--- config.mk ---
export PLATFORM = sky130hd
export DESIGN_NAME = store_align_unit
export DESIGN_NICKNAME = d
export VERILOG_FILES = /design/src/rtl/store_align_unit.sv
export SDC_FILE = /design/constraint.sdc
export NUM_CORES = 1
export LEC_CHECK = 0
export BUFFER_PORTS_ARGS = -buffer_cell sky130_fd_sc_hd__buf_2
export CAP_MARGIN = 20
export CELL_PAD_IN_SITES_DETAIL_PLACEMENT = 1
export CELL_PAD_IN_SITES_GLOBAL_PLACEMENT = 1
export CORE_ASPECT_RATIO = 0.5
export CORE_MARGIN = 4
export CORE_UTILIZATION = 36
export CTS_BUF_LIST = sky130_fd_sc_hd__clkbuf_4
export DETAILED_ROUTE_END_ITERATION = 10
export PLACE_DENSITY = 0.86
export SLEW_MARGIN = 25
export SYNTH_ARGS = -nofsm -noshare
export SYNTH_HDL_FRONTEND = slang
export SYNTH_SLANG_ARGS = --single-unit
--- constraint.sdc ---
create_clock -name clk -period 2.9 [get_ports clk]
set_input_delay 0.58 -clock clk [delete_from_list [all_inputs] [get_ports clk]]
set_output_delay 0.58 -clock clk [all_outputs]
set_load 0.1 [all_outputs]
--- src/rtl/store_align_unit.sv ---
// Store alignment unit: lane-places SB/SH/SW data into word-aligned memory write beats.
// Optional macro STORE_MISALIGN_SPLIT_EN turns misaligned SH/SW into split beats instead of exceptions.
module store_align_unit (
    input  logic        clk,
    input  logic        reset,
    input  logic        req_valid,
    output logic        req_ready,
    input  logic [1:0]  req_size,
    input  logic [31:0] req_addr,
    input  logic [31:0] req_data,
    output logic        mem_wvalid,
    input  logic        mem_wready,
    output logic [31:0] mem_waddr,
    output logic [31:0] mem_wdata,
    output logic [3:0]  mem_wstrb,
    output logic        done,
    output logic        misalign_exc,
    output logic [31:0] exc_addr
);

    typedef enum logic [1:0] {IDLE, BEAT0, BEAT1, EXC} state_e;

    state_e      state_q;
    logic        wvalid_q, done_q, exc_q, two_beat_q;
    logic [31:0] waddr_q, wdata_q, exc_addr_q, b1_data_q;
    logic [3:0]  wstrb_q, b1_strb_q;

    logic [1:0]  lane_off;
    logic [3:0]  size_mask;
    logic [7:0]  strb_wide;
    logic [63:0] data_wide;
    logic        misaligned, reserved;
    logic        exc_d, two_beat_d;
    logic [31:0] b0_data_d, b1_data_d;
    logic [3:0]  b0_strb_d, b1_strb_d;

    // NOTE: every always_comb output gets a default first so no latch is inferred.
    always_comb begin
        lane_off   = req_addr[1:0];
        size_mask  = 4'b0000;
        b0_data_d  = 32'h0;
        case (req_size)
            2'b00: begin size_mask = 4'b0001; b0_data_d = {4{req_data[7:0]}};  end
            2'b01: begin size_mask = 4'b0011; b0_data_d = {2{req_data[15:0]}}; end
            2'b10: begin size_mask = 4'b1111; b0_data_d = req_data;            end
            default: ;
        endcase
        // Shifting across a 64-bit window yields both beats: low half BEAT0, high half BEAT1.
        strb_wide  = {4'b0000, size_mask} << lane_off;
        data_wide  = {32'h0, req_data} << {lane_off, 3'b000};
        misaligned = ((req_size == 2'b01) && req_addr[0]) ||
                     ((req_size == 2'b10) && (lane_off != 2'b00));
        reserved   = (req_size == 2'b11);
        b0_strb_d  = strb_wide[3:0];
        b1_data_d  = data_wide[63:32];
        b1_strb_d  = strb_wide[7:4];
        two_beat_d = 1'b0;
`ifdef STORE_MISALIGN_SPLIT_EN
        exc_d = reserved;
        if (misaligned && !reserved) begin
            b0_data_d  = data_wide[31:0];
            two_beat_d = |strb_wide[7:4];
        end
`else
        exc_d = reserved || misaligned;
`endif
    end

    // NOTE: sequential state uses non-blocking assignments so all registers update together.
    always_ff @(posedge clk) begin
        if (reset) begin
            state_q    <= IDLE;
            wvalid_q   <= 1'b0;
            done_q     <= 1'b0;
            exc_q      <= 1'b0;
            two_beat_q <= 1'b0;
            waddr_q    <= 32'h0;
            wdata_q    <= 32'h0;
            wstrb_q    <= 4'h0;
            exc_addr_q <= 32'h0;
            b1_data_q  <= 32'h0;
            b1_strb_q  <= 4'h0;
        end else begin
            done_q <= 1'b0;
            exc_q  <= 1'b0;
            case (state_q)
                IDLE: begin
                    if (req_valid) begin
                        if (exc_d) begin
                            state_q    <= EXC;
                            exc_q      <= 1'b1;
                            exc_addr_q <= req_addr;
                        end else begin
                            state_q    <= BEAT0;
                            wvalid_q   <= 1'b1;
                            waddr_q    <= {req_addr[31:2], 2'b00};
                            wdata_q    <= b0_data_d;
                            wstrb_q    <= b0_strb_d;
                            two_beat_q <= two_beat_d;
                            b1_data_q  <= b1_data_d;
                            b1_strb_q  <= b1_strb_d;
                        end
                    end
                end
                BEAT0: begin
                    if (mem_wready) begin
                        if (two_beat_q) begin
                            state_q <= BEAT1;
                            waddr_q <= waddr_q + 32'd4;
                            wdata_q <= b1_data_q;
                            wstrb_q <= b1_strb_q;
                        end else begin
                            state_q  <= IDLE;
                            wvalid_q <= 1'b0;
                            waddr_q  <= 32'h0;
                            wdata_q  <= 32'h0;
                            wstrb_q  <= 4'h0;
                            done_q   <= 1'b1;
                        end
                    end
                end
                BEAT1: begin
                    if (mem_wready) begin
                        state_q  <= IDLE;
                        wvalid_q <= 1'b0;
                        waddr_q  <= 32'h0;
                        wdata_q  <= 32'h0;
                        wstrb_q  <= 4'h0;
                        done_q   <= 1'b1;
                    end
                end
                EXC: state_q <= IDLE;
                default: state_q <= IDLE;
            endcase
        end
    end

    // Ready is masked by reset so nothing appears acceptable during the reset cycle.
    assign req_ready    = (state_q == IDLE) && !reset;
    assign mem_wvalid   = wvalid_q;
    assign mem_waddr    = waddr_q;
    assign mem_wdata    = wdata_q;
    assign mem_wstrb    = wstrb_q;
    assign done         = done_q;
    assign misalign_exc = exc_q;
    assign exc_addr     = exc_addr_q;

endmodule
==> results.json, run 1 <==
{
  "status": "completed",
  "report.final.slew_viol_count": 0,
  "hold_violations": 0,
  "fmax_mhz": 410,
  "cts_max_level": 3,
  "cp-end-kind": "flip-flop",
  "ys.flop_type": "dfxtp_1",
  "post_drt_wl_per_cell_um": 17.7,
  "die_height_um": 82.6,
  "wirelength_mm": 12.3,
  "synth_top_area_share_pct": 51.5,
  "die_w_um": 157,
  "rows": 26,
  "final_nets": 630,
  "gp_congestion": 0.782,
  "cts_tree": "done",
  "synth.top_cells.by_count": "dfxtp_1 (103), nand2_1 (68), a21oi_1 (50)",
  "grt_pass1_vias": 3630,
  "final_cells": 694,
  "antenna_cells": 0,
  "setup_viol": 0,
  "vias": 3519,
  "synth-edff-count": 0,
  "io_pins": 174,
  "drc": 0,
  "power.density_mw_per_mm2": 909,
  "rsz0062_at_grt": "false",
  "core_mm2": 0.0105,
  "register_area_mm2": 0.00206,
  "min_period_ns": 2.44,
  "initialDrtViolationCount": 144,
  "path_cells": "inv_1, ha_1, or3_1, nand2b_4, nor4_2, a22o_1",
  "cts_sinks": 103,
  "cp-start-kind": "flip-flop",
  "cp_num_buf_inv": 1,
  "overflow": 0,
  "ys_seq_area_share_pct": 51.5,
  "grt_max_degree": 68,
  "ys_ff_latch": 103,
  "cp_slowest_cell": "nor4_2",
  "dp.final_hpwl_mm": 9.18,
  "hp-class": "in2reg",
  "yosysWarnings": 0,
  "drv_cap": 0,
  "synth-compound-area-share_pct": 29.1,
  "io_buffers": 171,
  "cp.required_ns": 3.30,
  "cpPeakStageDelay_ns": 0.71,
  "synthXorXnorAreaFrac_pct": 0,
  "gr-usage-all-layers_pct": 18.8,
  "post_cts_buffers": 0,
  "p_leak_nw": 2.41,
  "initial_core_util_pct": 38.1,
  "finalSetupTns_ns": 0,
  "dp_slack_ns": 0.295,
  "max_slew_margin_pct": 45.9,
  "clk_pin_slew_ns": 0.16,
  "finClkSkew_ns": 0.0190,
  "synthSimpleGateAreaFrac_pct": 10.2,
  "synthTopCellsByArea": "dfxtp_1 (51%), a22o_1 (11%), o2bb2ai_2 (7.5%), nand2_1 (6.4%), a21oi_1 (6.2%)",
  "multiInputGateArea_mm2": 0.00175,
  "area_growth_pct": 27.9,
  "fillers": 1236,
  "cts_hold_buf": 0,
  "drive_gt1_share_pct": 41.0,
  "cts_made_buffers": 9,
  "cp_top_family": "simple AND/OR/NAND/NOR gates",
  "synth_top_family_by_area": "compound AO/OA/AOI/OAI gates",
  "yosysTopAreaCell": "dfxtp_1",
  "crit_type": "reg2reg",
  "grt_pass1_wl_mm": 19.2,
  "worst_pin_slew_ns": 0.805,
  "hold_ws_ns": 0.339,
  "syn_area_mm2": 0.00401,
  "synth.mux.area_fraction_pct": 0.250,
  "peakVddDrop_mv": 0.381,
  "dr.pass1.iters": 4,
  "antenna_found_initial": 0,
  "postRouteAntennaNets": 0,
  "crit_arrival_ns": 2.84,
  "place_inst": 678,
  "worst-path-max-fanout": 8,
  "fin_crit_sh_pct": 84.1,
  "via_per_inst": 5.07,
  "clkLatencyLatePin_ns": 0.46,
  "cts-resized-gates": 0,
  "yosysMostFrequentCell": "dfxtp_1",
  "synthArstFlopShare_pct": 0,
  "ys_types": 39,
  "clockBufferDepth": 2,
  "syn_inst": 388,
  "synth_adder_area_share_pct": 3.44,
  "clockRootBuffer": "clkbuf_4",
  "setup_ws_ns": 0.460,
  "dieArea_mm2": 0.0130,
  "synth_area_per_cell_um2": 10.3,
  "post-route-util_pct": 48.7
}
flip-flops by register name (all words and copies together) (netlist names):
| name | count |
|---|---|
| mem_waddr | 30 |
| misalign_exc | 1 |
| state_q | 2 |
| mem_wvalid | 1 |
| mem_wdata | 32 |
| exc_addr | 32 |
| done | 1 |
| mem_wstrb | 4 |
layout make-up:
| type | count | share of cell area [%] |
|---|---|---|
| timing repair buffer | 182 | 18.6 |
| clock buffer | 11 | 1.61 |
| clock inverter | 5 | 1.56 |
| tap | 140 | 3.42 |
| sequential | 103 | 40.3 |
| multi-input combinational | 246 | 34.1 |
| inverter | 7 | 0.513 |
layer usage:
layer,vias up,global-route usage (%),wire [um]
met5,-,0,0
met4,0,4.12,102
met3,11,4.48,656
met1,1709,22.9,5370
met2,92,34.4,6160
li1,1707,-,-
through the flow:
step,area [um2],total power [W]
after floorplan,4010,0.00347
after global placement,4960,0.00382
after detailed placement,4960,0.00386
after CTS,5120,0.00470
after global routing,5120,0.00486
final,5120,0.00466
path summary, 6_finish.rpt:
check / startpoint / to / slack, ns / depth (start not counted)
worst max-delay path: state_q[0] / mem_wdata[6] / 0.46 / 6
worst min register to register: exc_addr[28] / exc_addr[28] / 0.46 / 2
worst min-delay path: req_addr[21] / mem_waddr[21] / 0.34 / 2
worst max register to register: state_q[0] / mem_wdata[6] / 0.46 / 6
kinds of logic after synthesis:
group	after synthesis
AOI/OAI and AO/OA	141
adders and majority gates	11
buffers and inverters	40
DFF	103
muxes	1
other	1
and+or+nand+nor	91
cell usage in the layout (no fill, tap or decap), types with 2 or more instances in the layout:
master / instances
inv_1: 7
buf_2: 171
dfxtp_1: 103
a21oi_1: 50
nand2_1: 68
clkbuf_4: 11
bufinv_16: 2
or3_1: 3
ha_1: 11
a22oi_1: 8
buf_4: 10
conb_1: 2
or2_2: 3
o2bb2ai_2: 20
nor2_1: 6
o2bb2ai_1: 5
a22o_1: 49
where the power goes:
part           switching (W)  leakage (nW)  internal [W]  total [W]
Clock               0.000467        0.0851      0.000370   0.000837
Sequential          0.000106         0.839       0.00160    0.00170
Combinational        0.00175          1.49      0.000371    0.00212
Total                0.00232          2.41       0.00234    0.00466
No activity file was read; power rests on OpenSTA's default activity.
==> run 2: changes to the inputs <==
==> constraint.sdc (replaced) <==
create_clock -name clk -period 2.4 [get_ports clk]
set_input_delay 0.48 -clock clk [delete_from_list [all_inputs] [get_ports clk]]
set_output_delay 0.48 -clock clk [all_outputs]
set_load 0.1 [all_outputs]
==> run 2 against run 1 <==
  * Flip-flop and latch count is the same
  * Setup slack lost 0.29 ns
  * Combinational power grew 24%
  * Total power grew 25%
  * Maximum frequency grew 9.3%
  * Critical path type unchanged
  * Register-to-register slack lost 0.29 ns
  * Clock power grew 35%
  * Global-route usage grew 0.46 points
  * Critical endpoint is now mem_wdata[8]
  * Utilization grew 1.1 points
  * Cell count grew 0.86%
==> results.json, run 2 (synthesized netlist as in run 1, its figures left out) <==
{
  "cts_tree": "done",
  "multiInputGateArea_mm2": 0.00175,
  "clockBufferDepth": 2,
  "dr.pass1.iters": 4,
  "io_pins": 174,
  "vias": 3620,
  "hold_violations": 0,
  "gp_congestion": 0.775,
  "rsz0062_at_grt": "false",
  "clkLatencyLatePin_ns": 0.46,
  "cp.required_ns": 2.79,
  "cp-end-kind": "flip-flop",
  "dpl_cell_area_mm2": 0.00504,
  "finClkSkew_ns": 0.0199,
  "crit_type": "reg2reg",
  "peakVddDrop_mv": 0.423,
  "area_growth_pct": 30.8,
  "finalSetupTns_ns": 0,
  "final_common_cell": "buf_2",
  "fin_crit_sh_pct": 93.0,
  "dieArea_mm2": 0.0130,
  "hp-class": "in2reg",
  "cts_max_level": 3,
  "initial_core_util_pct": 38.1,
  "status": "completed",
  "drive_gt1_share_pct": 41.9,
  "register_area_mm2": 0.00206,
  "min_period_ns": 2.23,
  "antenna_found_initial": 1,
  "rows": 26,
  "wirelength_met1_mm": 5.30,
  "layout_common_cells": "buf_2 (170), dfxtp_1 (101), nand2_1 (68)",
  "drv_cap": 0,
  "cp-start-kind": "flip-flop",
  "wirelength_mm": 12.8,
  "maxUsedRoutingLayer": "met4",
  "post_cts_buffers": 0,
  "via_per_inst": 5.17,
  "core_mm2": 0.0105,
  "grt_pass1_wl_mm": 19.8,
  "overflow": 0,
  "setup_viol": 0,
  "power.density_mw_per_mm2": 1110,
  "worst_pin_slew_ns": 0.613,
  "drc": 0,
  "fillers": 1236,
  "final_nets": 634,
  "report.final.slew_viol_count": 0,
  "grt_pass1_vias": 3732,
  "fin_area_mm2": 0.00524,
  "die_w_um": 157,
  "fmax_mhz": 448,
  "clockRootBuffer": "clkbuf_4",
  "io_buffers": 171,
  "initialDrtViolationCount": 171,
  "die_height_um": 82.6,
  "p_leak_nw": 2.46,
  "clk_pin_slew_ns": 0.16,
  "postRouteAntennaNets": 0,
  "max_slew_margin_pct": 58.8,
  "cts_sinks": 103,
  "route.met3.wl_um": 673,
  "dp.final_hpwl_mm": 9.58,
  "grt_max_degree": 40,
  "post_drt_wl_per_cell_um": 18.3,
  "worst-path-max-fanout": 25,
  "crit_arrival_ns": 2.62,
  "gr-usage-all-layers_pct": 19.3,
  "wl_met2_mm": 6.61,
  "cts_made_buffers": 9
}
-- run 2: cell type report --
type | instances | share of cell area (%)
multi-input combinational | 246 | 33.4
clock inverter | 7 | 2.29
sequential | 103 | 39.4
clock buffer | 9 | 1.29
tap | 140 | 3.34
antenna | 2 | 0.0955
inverter | 7 | 0.501
timing repair buffer | 186 | 19.7
-- run 2: power breakdown --
part	internal, W	switching (W)	total [W]	leakage [nW]
clock network	0.000531	0.000595	0.00113	0.0917
logic	0.000498	0.00213	0.00263	1.53
registers	0.00193	0.000132	0.00206	0.840
total	0.00296	0.00286	0.00582	2.46
-- run 2: path summary, 6_finish.rpt --
kind,end,cells past startpoint,slack [ns],start
worst min-delay path,mem_waddr[18],2,0.24,req_addr[18]
worst max register to register,mem_wdata[8],7,0.17,state_q[0]
worst max-delay path,mem_wdata[8],7,0.17,state_q[0]
worst min register to register,exc_addr[2],2,0.47,exc_addr[2]
-- run 2: metal layers --
layer	vias up	global-route usage, %
met1	1790	22.4
met5	-	0
met4	0	6.87
li1	1719	-
met2	92	35.3
met3	19	4.53
-- run 2: per-stage QoR --
step           cells  power (W)  setup WS, ns  hold WS (ns)  utilization, %
6_report         700    0.00582         0.168         0.241            49.9
5_1_grt          700    0.00606        0.0406         0.201            49.9
4_1_cts          698    0.00587        0.0466         0.211            49.8
3_5_place_dp     682    0.00473        0.0560         0.439            48.0
3_3_place_gp     682    0.00468         0.153         0.430            48.0
2_1_floorplan    389    0.00420         0.248         0.465               -
-- run 2: repair_timing --
item,CTS,global route
gates resized for setup,0,3
hold buffers,0,0
setup endpoints to repair,0,4
-- run 2: worst max-delay path, stage by stage (launching register included) --
cell and delay, ns:
dfxtp_2 0.39, inv_1 0.09, ha_1 0.32, or3_1 0.46, nand2b_4 0.18, or3_1 0.39, buf_12 0.20, o2bb2ai_1 0.15
